## src/rtl/fphub_adder_arbiter.sv

```systemverilog
// Two-requester round-robin front end for a single FPHUB adder.
// One result slot (EMPTY/FULL) holds the registered sum and the owner id.
// A new pair can be accepted in the same cycle the held result drains.
// The FPHUB adder itself is combinational: operands carry an implicit
// leading one and an implicit trailing half-ulp one. The exact sum is
// truncated, which is round-to-nearest for HUB numbers. Exponent 0 means
// zero. Overflow clamps to the largest finite magnitude. Underflow flushes
// to zero.

module my_FPHUB_adder #(
    parameter int M = 4,
    parameter int E = 4
) (
    input  logic [E+M:0] x,
    input  logic [E+M:0] y,
    output logic [E+M:0] z
);
    // Alignment room covers every possible exponent difference, so the sum is exact
    localparam int EXT  = 32'd1 << E;
    localparam int WS   = M + 32'd3 + EXT;
    localparam int EMAX = (32'd1 << E) - 32'd1;

    logic          x_big_s;
    logic [E+M:0]  a_s;
    logic [E+M:0]  b_s;
    logic [M+1:0]  sig_a_s;
    logic [M+1:0]  sig_b_s;
    logic [WS-1:0] wa_s;
    logic [WS-1:0] wb_s;
    logic [WS-1:0] sum_s;
    int            p_s;
    int            er_s;

    // Order by magnitude, align the exact significands, add, then normalise and truncate
    always_comb begin
        x_big_s = (x[E+M-1:0] >= y[E+M-1:0]);
        a_s     = x_big_s ? x : y;
        b_s     = x_big_s ? y : x;
        if (a_s[E+M-1:M] == '0) begin
            sig_a_s = '0;
        end else begin
            sig_a_s = {1'b1, a_s[M-1:0], 1'b1};
        end
        if (b_s[E+M-1:M] == '0) begin
            sig_b_s = '0;
        end else begin
            sig_b_s = {1'b1, b_s[M-1:0], 1'b1};
        end
        wa_s = WS'(sig_a_s) << EXT;
        wb_s = (WS'(sig_b_s) << EXT) >> (a_s[E+M-1:M] - b_s[E+M-1:M]);
        if (a_s[E+M] == b_s[E+M]) begin
            sum_s = wa_s + wb_s;
        end else begin
            sum_s = wa_s - wb_s;
        end
        p_s = 32'd0;
        for (int i = 0; i < WS; i++) begin
            p_s = sum_s[i] ? i : p_s;
        end
        er_s = int'(a_s[E+M-1:M]) + p_s - (M + 32'd1 + EXT);
        if ((sum_s == '0) || (er_s <= 32'sd0)) begin
            z = '0;
        end else if (er_s > EMAX) begin
            z = {a_s[E+M], {E{1'b1}}, {M{1'b1}}};
        end else begin
            z = {a_s[E+M], er_s[E-1:0], M'((sum_s << (WS - 32'd1 - p_s)) >> (WS - 32'd1 - M))};
        end
    end
endmodule

module fphub_adder_arbiter #(
    parameter int M = 4,
    parameter int E = 4
) (
    input  logic         clk,
    input  logic         rst_n,
    input  logic         req0_valid,
    output logic         req0_ready,
    input  logic [E+M:0] req0_x,
    input  logic [E+M:0] req0_y,
    input  logic         req1_valid,
    output logic         req1_ready,
    input  logic [E+M:0] req1_x,
    input  logic [E+M:0] req1_y,
    output logic         res_valid,
    input  logic         res_ready,
    output logic [E+M:0] res_z,
    output logic         res_id,
    output logic [15:0]  ops_done
);
    localparam int W = E + M + 1;

    typedef enum logic {
        EMPTY = 1'b0,
        FULL  = 1'b1
    } slot_state_t;

    slot_state_t  state_r;
    logic         last_grant_r;
    logic [W-1:0] res_z_r;
    logic         res_id_r;
    logic [15:0]  ops_done_r;

    logic         grant_s;
    logic         slot_free_s;
    logic         accept_s;
    logic         drain_s;
    logic [W-1:0] add_x_s;
    logic [W-1:0] add_y_s;
    logic [W-1:0] add_z_s;

    // Round-robin grant, slot availability, readies and the adder operand mux
    always_comb begin
        if (req0_valid && req1_valid) begin
            grant_s = ~last_grant_r;
        end else if (req1_valid) begin
            grant_s = 1'b1;
        end else begin
            grant_s = 1'b0;
        end
        slot_free_s = (state_r == EMPTY) || res_ready;
        req0_ready  = slot_free_s && !grant_s;
        req1_ready  = slot_free_s && grant_s;
        if (grant_s) begin
            accept_s = req1_valid && req1_ready;
            add_x_s  = req1_x;
            add_y_s  = req1_y;
        end else begin
            accept_s = req0_valid && req0_ready;
            add_x_s  = req0_x;
            add_y_s  = req0_y;
        end
        drain_s = (state_r == FULL) && res_ready;
    end

    my_FPHUB_adder #(.M(M), .E(E)) u_adder (
        .x (add_x_s),
        .y (add_y_s),
        .z (add_z_s)
    );

    // Result slot: load on accept (even while draining), empty on drain alone
    always_ff @(posedge clk or negedge rst_n) begin
        if (!rst_n) begin
            state_r      <= EMPTY;
            last_grant_r <= 1'b1;
            res_z_r      <= '0;
            res_id_r     <= 1'b0;
        end else if (accept_s) begin
            state_r      <= FULL;
            last_grant_r <= grant_s;
            res_z_r      <= add_z_s;
            res_id_r     <= grant_s;
        end else if (drain_s) begin
            state_r      <= EMPTY;
        end else begin
            state_r      <= state_r;
        end
    end

    // Saturating count of completed result handshakes
    always_ff @(posedge clk or negedge rst_n) begin
        if (!rst_n) begin
            ops_done_r <= 16'd0;
        end else if (drain_s && (ops_done_r != 16'hFFFF)) begin
            ops_done_r <= ops_done_r + 16'd1;
        end else begin
            ops_done_r <= ops_done_r;
        end
    end

    assign res_valid = (state_r == FULL);
    assign res_z     = res_z_r;
    assign res_id    = res_id_r;
    assign ops_done  = ops_done_r;
endmodule

```

## config.mk

```make
export PLATFORM = sky130hd
export DESIGN_NAME = fphub_adder_arbiter
export DESIGN_NICKNAME = d
export VERILOG_FILES = /design/src/rtl/fphub_adder_arbiter.sv
export SDC_FILE = /design/constraint.sdc
export NUM_CORES = 1
export LEC_CHECK = 0
export ABC_AREA = 1
export BUFFER_PORTS_ARGS = -buffer_cell sky130_fd_sc_hd__buf_2
export CORE_UTILIZATION = 54
export DETAILED_ROUTE_END_ITERATION = 8
export PLACE_DENSITY = 0.91
export SYNTH_ARGS = -nofsm -noshare
export SYNTH_HDL_FRONTEND = slang
export SYNTH_SLANG_ARGS = --single-unit
export TNS_END_PERCENT = 10
```

## constraint.sdc

```tcl
create_clock -name clk -period 6.8 [get_ports clk]
set_input_delay 1.02 -clock clk [delete_from_list [all_inputs] [get_ports clk]]
set_output_delay 1.02 -clock clk [all_outputs]
set_load 0.01 [all_outputs]
```

==> results of run 1 <==
[cell families after synthesis]
logic type,after synthesis,synth area share (%)
mux,5,1.02
xor+xnor,19,3.46
simple gates,557,50.2
buf+inv,136,11.9
compound gates,80,9.73
fa+ha+maj,37,9.66
flops,28,14.0
[cell usage after synthesis, types with 5 or more instances]
master / count / area, µm²
nand3b_1: 5 / 37.5
o21ai_1: 13 / 65.1
nand2_1: 300 / 1130
nand3_2: 5 / 50.1
or2_2: 5 / 31.3
buf_2: 5 / 25.0
o21ai_2: 5 / 43.8
xor2_1: 12 / 105
nand2_2: 25 / 156
dfrtp_1: 27 / 676
nor2_2: 6 / 37.5
ha_1: 34 / 425
o21ai_0: 28 / 140
inv_2: 13 / 48.8
xnor2_1: 6 / 52.6
inv_1: 99 / 372
nand3_1: 103 / 515
a21oi_1: 12 / 60.1
a211oi_1: 5 / 37.5
buf_6: 7 / 78.8
nor2_1: 74 / 278
nand4_1: 8 / 50.1
[layer usage]
layer	global-route usage [%]	overflow
met1	80.6	3
met2	105	205
met3	62.8	4
met4	93.1	79
met5	19.5	0
[through the flow]
step | setup WS (ns) | setup TNS (ns)
after floorplan | -0.354 | -3.14
after global placement | -0.657 | -5.64
after detailed placement | -1.34 | -10.39
after CTS | -0.366 | -3.03
[timing repair]
| item | in CTS |
|---|---|
| cloned | 1 |
| hold endpoints to repair | 0 |
| buffers inserted | 41 |
| pin swaps | 89 |
| gates resized for setup | 127 |
| setup endpoints to repair | 9 |
==> results.sh, run 1 <==
export IMPL_numCtsBuffers=3
export IMPL_ctsHoldBuffers=0
export IMPL_yosys_register_bits=28
export IMPL_start_util_pct=56.8
export IMPL_grt_remaining_overflow=291
export IMPL_synth_cell_types=56
export IMPL_synth_nets=940
export IMPL_stop_error="[ERROR GRT-0116] Global routing finished with congestion. Check the congestion regions in the DRC Viewer."
export IMPL_numPortBuffers=69
export IMPL_post_place_cells=1196
export IMPL_synth_yosys_warnings=0
export IMPL_syn_area_um2=5030
export IMPL_max_clock_path_buffers=2
export IMPL_syn_inst=862
export IMPL_synth_seq_area_share_pct=14.0
export IMPL_grt_start_max_net_pins=30
export IMPL_result_of_the_run="aborted with a tool error"
export IMPL_hpwlAfterDp_um=14900
export IMPL_most_used_flip_flop_cell_after_synthesis="dfrtp_1"
export IMPL_grt_first_pass_wirelength_um=63700
export IMPL_place_congestion=0.986
export IMPL_failed_stage="global routing (5_1_grt)"
export IMPL_die_y_um=98.5
export IMPL_edff_count_synth=0
export IMPL_global_route_usage_total_pct=83.5
export IMPL_ys_async_sr_fraction_pct=100
export IMPL_clock_sinks=28
export IMPL_place_area_um2=6930
export IMPL_num_rows=34
export IMPL_first_global_vias=10100
export IMPL_floorplan_die_width_um=98.5
export IMPL_top_level_ports=70
export IMPL_cts_root_buf="clkbuf_8"
export IMPL_synthesis_area_per_instance_um2=5.83
export IMPL_htree_num_levels=1
==> run 2: changes to the inputs <==
--- a/config.mk
+++ b/config.mk
@@ -7,9 +7,9 @@
 export LEC_CHECK = 0
 export ABC_AREA = 1
 export BUFFER_PORTS_ARGS = -buffer_cell sky130_fd_sc_hd__buf_2
-export CORE_UTILIZATION = 54
+export CORE_UTILIZATION = 40
 export DETAILED_ROUTE_END_ITERATION = 8
-export PLACE_DENSITY = 0.91
+export PLACE_DENSITY_LB_ADDON = 0.15
 export SYNTH_ARGS = -nofsm -noshare
 export SYNTH_HDL_FRONTEND = slang
 export SYNTH_SLANG_ARGS = --single-unit
==> constraint.sdc (replaced) <==
create_clock -name clk -period 8.8 [get_ports clk]
set_input_delay 1.32 -clock clk [delete_from_list [all_inputs] [get_ports clk]]
set_output_delay 1.32 -clock clk [all_outputs]
set_load 0.01 [all_outputs]
==> results.sh, run 2 <==
export IMPL_wire_per_inst_um=12.2
export IMPL_largest_register_ffs=16
export IMPL_areaGrowthSynthToFinish_pct=15.5
export IMPL_timing_max_cap_violations=0
export IMPL_yosysTopAreaCell="nand2_1"
export IMPL_instances_no_fill=1107
export IMPL_critPathSlowestCell="fa_1"
export IMPL_num_rows=40
export IMPL_utilization_pct=47.9
export IMPL_place_area_um2=5530
export IMPL_result_of_the_run="finished clean"
export IMPL_die_y_um=114
export IMPL_floorplan_die_width_um=114
export IMPL_hpwlAfterDp_um=11000
export IMPL_antenna_violations_before_repair=0
export IMPL_top_level_ports=70
export IMPL_clk_pin_slew_ns=0.07
export IMPL_syn_inst=862
export IMPL_htree_num_levels=1
export IMPL_ys_async_sr_fraction_pct=100
export IMPL_post_synth_top_area_fraction_pct=22.4
export IMPL_final_fill_count=1380
export IMPL_post_place_cells=1093
export IMPL_finalWirelength_um=13500
export IMPL_synth_most_common_cell="nand2_1"
export IMPL_max_clock_freq_mhz=123
export IMPL_nets=1018
export IMPL_setup_worst_path_end_class="flop"
export IMPL_numCtsBuffers=3
export IMPL_drtIter0Drc=289
export IMPL_crit_path_start_kind="input pin"
export IMPL_place_congestion=0.907
export IMPL_insertion_delay_ns=0.26
export IMPL_global_route_usage_total_pct=21.1
export IMPL_ant_nets=0
export IMPL_timing_final_crit_period_ns=8.12
export IMPL_synthesis_area_per_instance_um2=5.83
export IMPL_max_clock_path_buffers=2
export IMPL_layout_cells_most_common_list="nand2_1 (299), nand3_1 (103), inv_1 (96), nor2_1 (72), buf_2 (69)"
export IMPL_crit_required_ns=8.96
export IMPL_most_used_flip_flop_cell_after_synthesis="dfrtp_1"
export IMPL_start_util_pct=41.5
export IMPL_first_global_vias=4955
export IMPL_final_setup_viol_count=0
export IMPL_numPortBuffers=69
export IMPL_synth_seq_area_share_pct=14.0
export IMPL_die_area_um2=13000
export IMPL_route_detailed_vias_per_inst=4.88
export IMPL_fin_clk_skew_ns=0.00459
export IMPL_yosys_register_bits=28
export IMPL_grt_first_pass_wirelength_um=22700
export IMPL_commonest_cells_in_the_synthesized_netlist="nand2_1 (300), nand3_1 (103), inv_1 (99)"
export IMPL_first_pass_iters=5
export IMPL_most_common_cell_after_layout_fill_and_taps_aside="nand2_1"
export IMPL_layout_drive_gt1_share_pct=20.4
export IMPL_ctsHoldBuffers=0
export IMPL_crit_fanout=14
export IMPL_final_cell_area_um2=5810
export IMPL_antenna_cells=0
export IMPL_synth_yosys_warnings=0
export IMPL_hold_viol_final=0
export IMPL_clock_sinks=28
export IMPL_cp_slowest_stage_delay_ns=0.48
export IMPL_grt_start_max_net_pins=31
export IMPL_drc=0
export IMPL_syn_area_um2=5030
export IMPL_placeableCoreArea_um2=12100
export IMPL_synth_top_area_cells="nand2_1 (22%), dfrtp_1 (13%), nand3_1 (10%)"
export IMPL_edff_count_synth=0
export IMPL_tritoncts_clock_tree="yes"
export IMPL_worstSetupPathType="in -> reg"
export IMPL_vias=5403
export IMPL_maxSlewHeadroom_pct=59.7
export IMPL_cts_root_buf="clkbuf_16"
export IMPL_grt_remaining_overflow=0
export IMPL_final_max_slew_viol_count=0
export IMPL_synth_cell_types=56
export IMPL_crit_arrival_ns=8.28
export IMPL_worst_slew_pin_slew_ns=0.605
export IMPL_finalCritPeriodShare_pct=92.3
export IMPL_synth_nets=940
export IMPL_worst_hold_path_type="reg -> reg"
export IMPL_timing_critical_path_mode_cell="nand2_1"
-- run 2: cell counts after synthesis --
No cell type changed its count.
-- run 2: per-stage QoR --
step	hold slack [ns]	TNS, ns	setup slack (ns)
2_1_floorplan	0.444	0	0.794
3_3_place_gp	0.451	0	0.0166
3_5_place_dp	0.458	-0.482	-0.120
4_1_cts	0.474	0	0.145
5_1_grt	0.498	-0.0132	-0.0132
6_report	0.468	0	0.677
-- run 2: worst paths after layout --
path / start / to / slack [ns] / cells past startpoint
hold / removal: last_grant_r$_DFFE_PN1P_ / last_grant_r$_DFFE_PN1P_ / 0.47 / 2
setup / recovery: req0_valid / res_z[3]$_DFFE_PN0P_ / 0.68 / 49
max in group asynchronous: rst_n / ops_done[5]$_DFFE_PN0P_ / 7.34 / 1
hold reg to reg: last_grant_r$_DFFE_PN1P_ / last_grant_r$_DFFE_PN1P_ / 0.47 / 2
setup reg to reg: last_grant_r$_DFFE_PN1P_ / res_z[3]$_DFFE_PN0P_ / 1.31 / 48
min in group asynchronous: rst_n / ops_done[15]$_DFFE_PN0P_ / 1.06 / 1
-- run 2: area by class of cell --
class / instances / area (µm²) / area share, %
flip-flops and latches: 28 / 702 / 12.1
well taps: 168 / 210 / 3.62
inverters: 115 / 439 / 7.56
repair inverters: 1 / 7.51 / 0.129
multi-input cells: 699 / 3820 / 65.7
repair buffers: 92 / 526 / 9.05
clock inverters: 1 / 30.0 / 0.517
clock buffers: 3 / 75.1 / 1.29
-- run 2: repair_timing --
action | 4_1_cts | 5_1_grt
resized for setup | 0 | 26
buffers inserted | 0 | 8
endpoints found under the setup margin | 0 | 9
-- run 2: worst max-delay path, delay by kind of cell --
| family | cells | cell delay (ns) |
|---|---|---|
| buffers and inverters | 12 | 1.04 |
| AO/OA/AOI/OAI | 8 | 1.37 |
| AND/OR/NAND/NOR | 23 | 2.48 |
| adder cells (fa/ha/maj) | 6 | 2.05 |
-- run 2: cells by family (layout without fill, tap and decap cells) --
family,Yosys count,count (layout),synth area share [%]
fa+ha+maj,37,37,9.66
mux,5,5,1.02
compound gates,80,80,9.73
simple gates,557,558,50.2
flops,28,28,14.0
xor+xnor,19,19,3.46
buf+inv,136,212,11.9
-- run 2: per-layer routing --
| metal | vias up | global-route usage, % | share of wire [%] |
|---|---|---|---|
| met1 | 2400 | 28.9 | 50 |
| met4 | 0 | 2.51 | 0.83 |
| met3 | 8 | 1.32 | 2.1 |
| li1 | 2909 | - | - |
| met2 | 86 | 37.4 | 47 |
| met5 | - | 0 | 0 |
Power of run 2 is not shown: default switching activity piles up to over one toggle a cycle in this logic, so the estimate is an artifact.
